**config.mk**
```make
export PLATFORM = sky130hd
export DESIGN_NAME = towerplacer_control
export DESIGN_NICKNAME = d
export VERILOG_FILES = /design/src/rtl/towerplacer_control.sv
export SDC_FILE = /design/constraint.sdc
export NUM_CORES = 1
export LEC_CHECK = 0
export CORE_MARGIN = 2
export CORE_UTILIZATION = 51
export CTS_BUF_LIST = sky130_fd_sc_hd__clkbuf_4
export DETAILED_ROUTE_END_ITERATION = 16
export HOLD_SLACK_MARGIN = 0.08
export PLACE_DENSITY = 0.84
export SLEW_MARGIN = 20
export SYNTH_ARGS = -nofsm -noshare
export SYNTH_HDL_FRONTEND = slang
export SYNTH_SLANG_ARGS = --single-unit
export TNS_END_PERCENT = 1
```
**constraint.sdc**
```tcl
create_clock -name clk -period 3.5 [get_ports clk]
set_clock_uncertainty 0.15 [all_clocks]
set_input_delay 1.05 -clock clk [delete_from_list [all_inputs] [get_ports clk]]
set_output_delay 1.05 -clock clk [all_outputs]
set_load 0.005 [all_outputs]
```
**src/rtl/towerplacer_control.sv**
```systemverilog
// Tower-placer sequencer: key edges -> one-hot datapath strobes, cursor/credit/occupancy tracking.
// Define OCCUPANCY_CHECK_EN to build the per-cell occupancy map and refuse placement on used cells.
module towerplacer_control #(
    parameter int GRID_COLS   = 8,
    parameter int GRID_ROWS   = 6,
    parameter int TOWER_COST  = 10,
    parameter int KILL_REWARD = 2,
    parameter int CREDIT_INIT = 20,
    parameter int MIN_DRAW    = 400,
    parameter int TIMEOUT     = 1024
) (
    input  logic       clk,
    input  logic       resetn,
    input  logic       key_right,
    input  logic       key_down,
    input  logic       key_place,
    input  logic       credit_in,
    input  logic       square_done,
    input  logic       erase_done,
    input  logic       tower_done,
    input  logic       valid,
    output logic       top_left,
    output logic       draw_square,
    output logic       move_right,
    output logic       move_down,
    output logic       move_right_wait,
    output logic       move_down_wait,
    output logic       draw_tower,
    output logic       erase_square_right,
    output logic       erase_square_down,
    output logic       erase_square_tower,
    output logic [2:0] cursor_x,
    output logic [2:0] cursor_y,
    output logic [9:0] credits,
    output logic       busy,
    output logic       place_ok,
    output logic       place_rej,
    output logic       timeout_err
);
    localparam int CNT_W = $clog2(TIMEOUT + 1);

    typedef enum logic [3:0] {
        S_TL, S_DRAW_SQ, S_IDLE,
        S_ERASE_R, S_MOVE_R, S_MOVE_R_WAIT,
        S_ERASE_D, S_MOVE_D, S_MOVE_D_WAIT,
        S_ERASE_T, S_TOWER
    } state_t;

    // Strobe order: top_left .. erase_square_tower, MSB first.
    function automatic logic [9:0] decode_strobes(input state_t s);
        logic [9:0] v;
        case (s)
            S_TL:          v = 10'b10_0000_0000;
            S_DRAW_SQ:     v = 10'b01_0000_0000;
            S_MOVE_R:      v = 10'b00_1000_0000;
            S_MOVE_D:      v = 10'b00_0100_0000;
            S_MOVE_R_WAIT: v = 10'b00_0010_0000;
            S_MOVE_D_WAIT: v = 10'b00_0001_0000;
            S_TOWER:       v = 10'b00_0000_1000;
            S_ERASE_R:     v = 10'b00_0000_0100;
            S_ERASE_D:     v = 10'b00_0000_0010;
            S_ERASE_T:     v = 10'b00_0000_0001;
            default:       v = 10'b00_0000_0000;
        endcase
        return v;
    endfunction

    state_t             state_q, state_d, case_next_s, done_next_s;
    logic [CNT_W-1:0]   cnt_q, cnt_d;
    logic [2:0]         keys_q, keys_d, keys_now_s, edge_s;
    logic [2:0]         x_q, x_d, y_q, y_d;
    logic [9:0]         credits_q, credits_d;
    logic [10:0]        credit_sum_s;
    logic               ok_q, ok_d, rej_q, rej_d, err_q, err_d;
    logic [9:0]         strobe_q;
    logic               busy_q;
    logic               timed_s, done_s, adv_s, expire_s, accept_s, place_allowed_s;

`ifdef OCCUPANCY_CHECK_EN
    localparam int CELLS  = GRID_COLS * GRID_ROWS;
    localparam int CELL_W = $clog2(CELLS);
    logic [CELLS-1:0]  occ_q, occ_d;
    logic [CELL_W-1:0] cell_idx_s;

    assign cell_idx_s      = CELL_W'(int'(y_q) * GRID_COLS + int'(x_q));
    assign place_allowed_s = (credits_q >= 10'(TOWER_COST)) && !occ_q[cell_idx_s];
    assign occ_d           = accept_s ? (occ_q | ({{(CELLS-1){1'b0}}, 1'b1} << cell_idx_s)) : occ_q;

    // Occupancy map: one bit per cell, set on each accepted placement.
    always_ff @(posedge clk) begin
        if (!resetn) begin
            occ_q <= {CELLS{1'b0}};
        end else begin
            occ_q <= occ_d;
        end
    end
`else
    assign place_allowed_s = (credits_q >= 10'(TOWER_COST));
`endif

    assign keys_now_s = {key_place, key_down, key_right};
    assign edge_s     = keys_now_s & ~keys_q;

    // Next-state, cursor, credit and pulse logic.
    always_comb begin
        case_next_s = state_q;
        done_next_s = S_IDLE;
        timed_s     = 1'b0;
        done_s      = 1'b0;
        accept_s    = 1'b0;
        ok_d        = 1'b0;
        rej_d       = 1'b0;
        x_d         = x_q;
        y_d         = y_q;
        keys_d      = keys_now_s;
        case (state_q)
            S_TL:          case_next_s = S_DRAW_SQ;
            S_DRAW_SQ:     begin timed_s = 1'b1; done_s = square_done; done_next_s = S_IDLE; end
            S_IDLE: begin
                if (edge_s[2]) begin
                    if (place_allowed_s) begin
                        accept_s    = 1'b1;
                        ok_d        = 1'b1;
                        case_next_s = S_ERASE_T;
                    end else begin
                        rej_d = 1'b1;
                    end
                end else if (edge_s[0]) begin
                    case_next_s = S_ERASE_R;
                end else if (edge_s[1]) begin
                    case_next_s = S_ERASE_D;
                end else begin
                    case_next_s = S_IDLE;
                end
            end
            S_ERASE_R:     begin timed_s = 1'b1; done_s = erase_done; done_next_s = S_MOVE_R; end
            S_MOVE_R: begin
                if (valid) begin
                    x_d         = (x_q == 3'(GRID_COLS - 1)) ? 3'd0 : x_q + 3'd1;
                    case_next_s = S_MOVE_R_WAIT;
                end else begin
                    case_next_s = S_MOVE_R;
                end
            end
            S_MOVE_R_WAIT: case_next_s = S_DRAW_SQ;
            S_ERASE_D:     begin timed_s = 1'b1; done_s = erase_done; done_next_s = S_MOVE_D; end
            S_MOVE_D: begin
                if (valid) begin
                    y_d         = (y_q == 3'(GRID_ROWS - 1)) ? 3'd0 : y_q + 3'd1;
                    case_next_s = S_MOVE_D_WAIT;
                end else begin
                    case_next_s = S_MOVE_D;
                end
            end
            S_MOVE_D_WAIT: case_next_s = S_DRAW_SQ;
            S_ERASE_T:     begin timed_s = 1'b1; done_s = erase_done; done_next_s = S_TOWER; end
            S_TOWER:       begin timed_s = 1'b1; done_s = tower_done; done_next_s = S_DRAW_SQ; end
            default:       case_next_s = S_TL;
        endcase

        // A done flag only counts once the state has lasted MIN_DRAW cycles; stale flags are masked.
        adv_s    = timed_s && done_s && (cnt_q >= CNT_W'(MIN_DRAW));
        expire_s = timed_s && !adv_s && (cnt_q >= CNT_W'(TIMEOUT - 1));
        state_d  = adv_s ? done_next_s : (expire_s ? S_TL : case_next_s);
        err_d    = err_q | expire_s;
        cnt_d    = (state_d != state_q) ? CNT_W'(0) : cnt_q + CNT_W'(1);

        credit_sum_s = {1'b0, credits_q}
                     + (credit_in ? 11'(KILL_REWARD) : 11'd0)
                     - (accept_s ? 11'(TOWER_COST) : 11'd0);
        credits_d    = (credit_sum_s > 11'd1023) ? 10'd1023 : credit_sum_s[9:0];
    end

    // State, counters and registered outputs.
    always_ff @(posedge clk) begin
        if (!resetn) begin
            state_q   <= S_TL;
            cnt_q     <= CNT_W'(0);
            keys_q    <= keys_now_s;
            x_q       <= 3'd0;
            y_q       <= 3'd0;
            credits_q <= 10'(CREDIT_INIT);
            ok_q      <= 1'b0;
            rej_q     <= 1'b0;
            err_q     <= 1'b0;
            strobe_q  <= decode_strobes(S_TL);
            busy_q    <= 1'b1;
        end else begin
            state_q   <= state_d;
            cnt_q     <= cnt_d;
            keys_q    <= keys_d;
            x_q       <= x_d;
            y_q       <= y_d;
            credits_q <= credits_d;
            ok_q      <= ok_d;
            rej_q     <= rej_d;
            err_q     <= err_d;
            strobe_q  <= decode_strobes(state_d);
            busy_q    <= (state_d != S_IDLE);
        end
    end

    assign {top_left, draw_square, move_right, move_down, move_right_wait, move_down_wait,
            draw_tower, erase_square_right, erase_square_down, erase_square_tower} = strobe_q;
    assign cursor_x    = x_q;
    assign cursor_y    = y_q;
    assign credits     = credits_q;
    assign busy        = busy_q;
    assign place_ok    = ok_q;
    assign place_rej   = rej_q;
    assign timeout_err = err_q;
endmodule
```
==> impl_metrics.toml <==
[outcome]
status = "complete, no violations"

[yosys]
synthDistinctLibCells = 60
yosysSeqAreaShare = 0.354
synth_top_family_by_area = "simple AND/OR/NAND/NOR gates"
yosysWarnings = 0
ys_top_cells_by_area = "dfxtp_1 35%, ha_1 9.2%, nor2_1 4.2%"
synth_common_cells = "48 x dfxtp_1, 30 x nor2_1, 24 x inv_1"
yosysTopAreaCell = "dfxtp_1"
synth_compound_area_frac = 0.170
synth_mux_area_frac = 0.0111
synth-xor-area-share = 0.0701
synth-simple-area-share = 0.227
synth_edf_count = 0
synth.avg_cell_area_um2 = 8.89
async_flop_share = 0
synth_top_area_share = 0.354
netlist_area_mm2 = 0.00271
ys_seq_elements = 48
synthCells = 305
syn-num-nets = 337
ys.flop_type = "dfxtp_1"
yosysMostFrequentCell = "dfxtp_1"
synthAdderAreaFrac = 0.107

[timing]
final-setup-viol-count = 0
worstMarginPinSlew_ns = 0.449
setup_ws_ns = 0.0353
final_max_slew_viol_count = 0
maxSlewHeadroom = 0.701
period_needed_ns = 3.46
finalCritPeriodShare = 0.990
fmax_mhz = 289
hold_viol = 0
fin_setup_tns_ns = 0

[worst_setup_path]
r2r_cells = 16
arrival_ns = 3.58
crit_top_cell = "buf_4"
crit_type = "in2reg"
crit_path_top_delay_cell = "ha_4"
critPathMaxFanout = 5
required_ns = 3.61
critPathLaunchType = "input port"
slowest_delay_ns = 0.29
endpoint_kind = "flip-flop"
crit_chain = "clkbuf_2, nor2b_4, nand2_2, a21oi_4, buf_4, inv_1, ha_2, ha_4, nor2b_2, o211ai_1, nor3b_4, o31ai_2, a21oi_2, xnor2_2, buf_4, nand4_1"

[pwr]
powerDensity_mw_per_mm2 = 777
ir_worst_vdd_uv = 1070
leakagePower_nw = 1.54

[worst_hold_path]
hold_path_class = "reg2reg"
hold_path_depth = 2

[placement]
dp_hpwl_mm = 4.60
place_congestion = 0.908
dp_slack_ns = -0.667
io_buffers = 39

[die]
coreArea_mm2 = 0.00511
rows = 26
start_util = 0.531
die_x_um = 76.9
dieArea_mm2 = 0.00592
design.portCount = 40
die_y_um = 76.9

[final_layout]
multi_input_area_mm2 = 0.00173
antenna_cells = 0
fill_cells = 378
final_core_utilization = 0.724
drive_above_1_share = 0.252
syn2layout_area_growth_pct = 36.3
seq_area_um2 = 968
nets = 416

[grt]
grt_usage = 0.228
antenna_found_initial = 0
grt_pass1_wl_mm = 10.8
grt_pass1_vias = 2410
grt_overflow = 0
grt_max_degree = 17

[clock_tree]
cts.sinks = 48
clk_pin_slew_ns = 0.16
clk_latency_ns = 0.39
htree_levels = 2
root_buffer = "clkbuf_4"
numCtsBuffers = 5
clockBufferDepth = 2
cts_tree = "built"

[route]
vias_per_cell = 5.51
dr.first_iter.drc_count = 100
first_pass_iters = 4
routedWlPerCell_um = 15.3
wirelength_mm = 6.95
vias = 2509
drc = 0
antenna_left = 0

[flow_run]
max_cap_viol_count = 0
power by group:
part / internal, W / total, W / switching [W]
sequential: 0.000615 / 0.000681 / 0.0000664
combinational: 0.000954 / 0.00184 / 0.000887
clock: 0.000153 / 0.000348 / 0.000195
registers in the layout (all words and copies together), names as in the netlist, 3 cells and up:
name and count:
credits 10, strobe_q 10, state_q 4, cursor_y 3, keys_q 3, cnt_q 11
cursor_x 3
final timing paths:
check | start | end | slack [ns]
worst max register to register | credits[6] | credits[2] | 0.05
worst min register to register | timeout_err | timeout_err | 0.36
worst max-delay path | key_place | credits[2] | 0.04
worst min-delay path | timeout_err | timeout_err | 0.36
cell families after synthesis:
| kind of cell | Yosys count |
|---|---|
| mux | 3 |
| xor+xnor | 20 |
| fa+ha+maj | 22 |
| compound gates | 64 |
| buf+inv | 36 |
| flops | 48 |
| simple gates | 112 |
metal layers:
layer | up-vias | track usage | share of wire
li1 | 1211 | - | -
met1 | 1181 | 0.272 | 0.41
met2 | 92 | 0.389 | 0.49
met3 | 25 | 0.0506 | 0.057
met4 | 0 | 0.107 | 0.039
met5 | - | 0 | 0
area by class of cell:
cell class / instances / area share
Sequential cell: 48 / 0.262
Clock inverter: 3 / 0.0125
Clock buffer: 5 / 0.0102
Multi-Input combinational cell: 221 / 0.469
Timing Repair Buffer: 82 / 0.195
Inverter: 26 / 0.0271
Tap cell: 70 / 0.0237
metrics by stage:
| step | hold slack (ns) | area, um^2 | std cells | power [W] |
|---|---|---|---|---|
| after CTS | 0.361 | 3560 | 447 | 0.00253 |
| after detailed placement | 0.331 | 3380 | 434 | 0.00205 |
| after global routing | 0.389 | 3700 | 455 | 0.00301 |
| final | 0.358 | 3700 | 455 | 0.00287 |
| after global placement | 0.318 | 3380 | 434 | 0.00201 |
| after floorplan | 0.290 | 2740 | 305 | 0.00147 |
cell usage in the layout (no fill, tap or decap), types with 7 or more instances in the layout:
| master | netlist | final |
|---|---|---|
| dfxtp_1 | 48 | 44 |
| buf_4 | 3 | 40 |
| clkdlybuf4s50_1 | 0 | 37 |
| nor2_1 | 30 | 30 |
| a21oi_1 | 21 | 20 |
| inv_1 | 24 | 18 |
| nand2_1 | 20 | 18 |
| ha_1 | 20 | 15 |
| nor3_1 | 10 | 10 |
| xor2_1 | 9 | 9 |
| nand3_1 | 8 | 8 |
| xnor2_1 | 9 | 7 |
repair_timing:
| item | in CTS | in global routing |
|---|---|---|
| hold buffers | 0 | 0 |
| gates resized for setup | 12 | 29 |
| setup buffers | 5 | 8 |
| setup endpoints to repair | 10 | 10 |
| pin swaps | 12 | 19 |
worst max-delay path: cells and delay by family:
kind	cells	cell delay, ns
AO/OA/AOI/OAI	4	0.67
adder cells (fa/ha/maj)	2	0.49
XOR/XNOR	1	0.23
AND/OR/NAND/NOR	5	0.67
buffers and inverters	4	0.46
No activity file was read; power rests on OpenSTA's default activity.
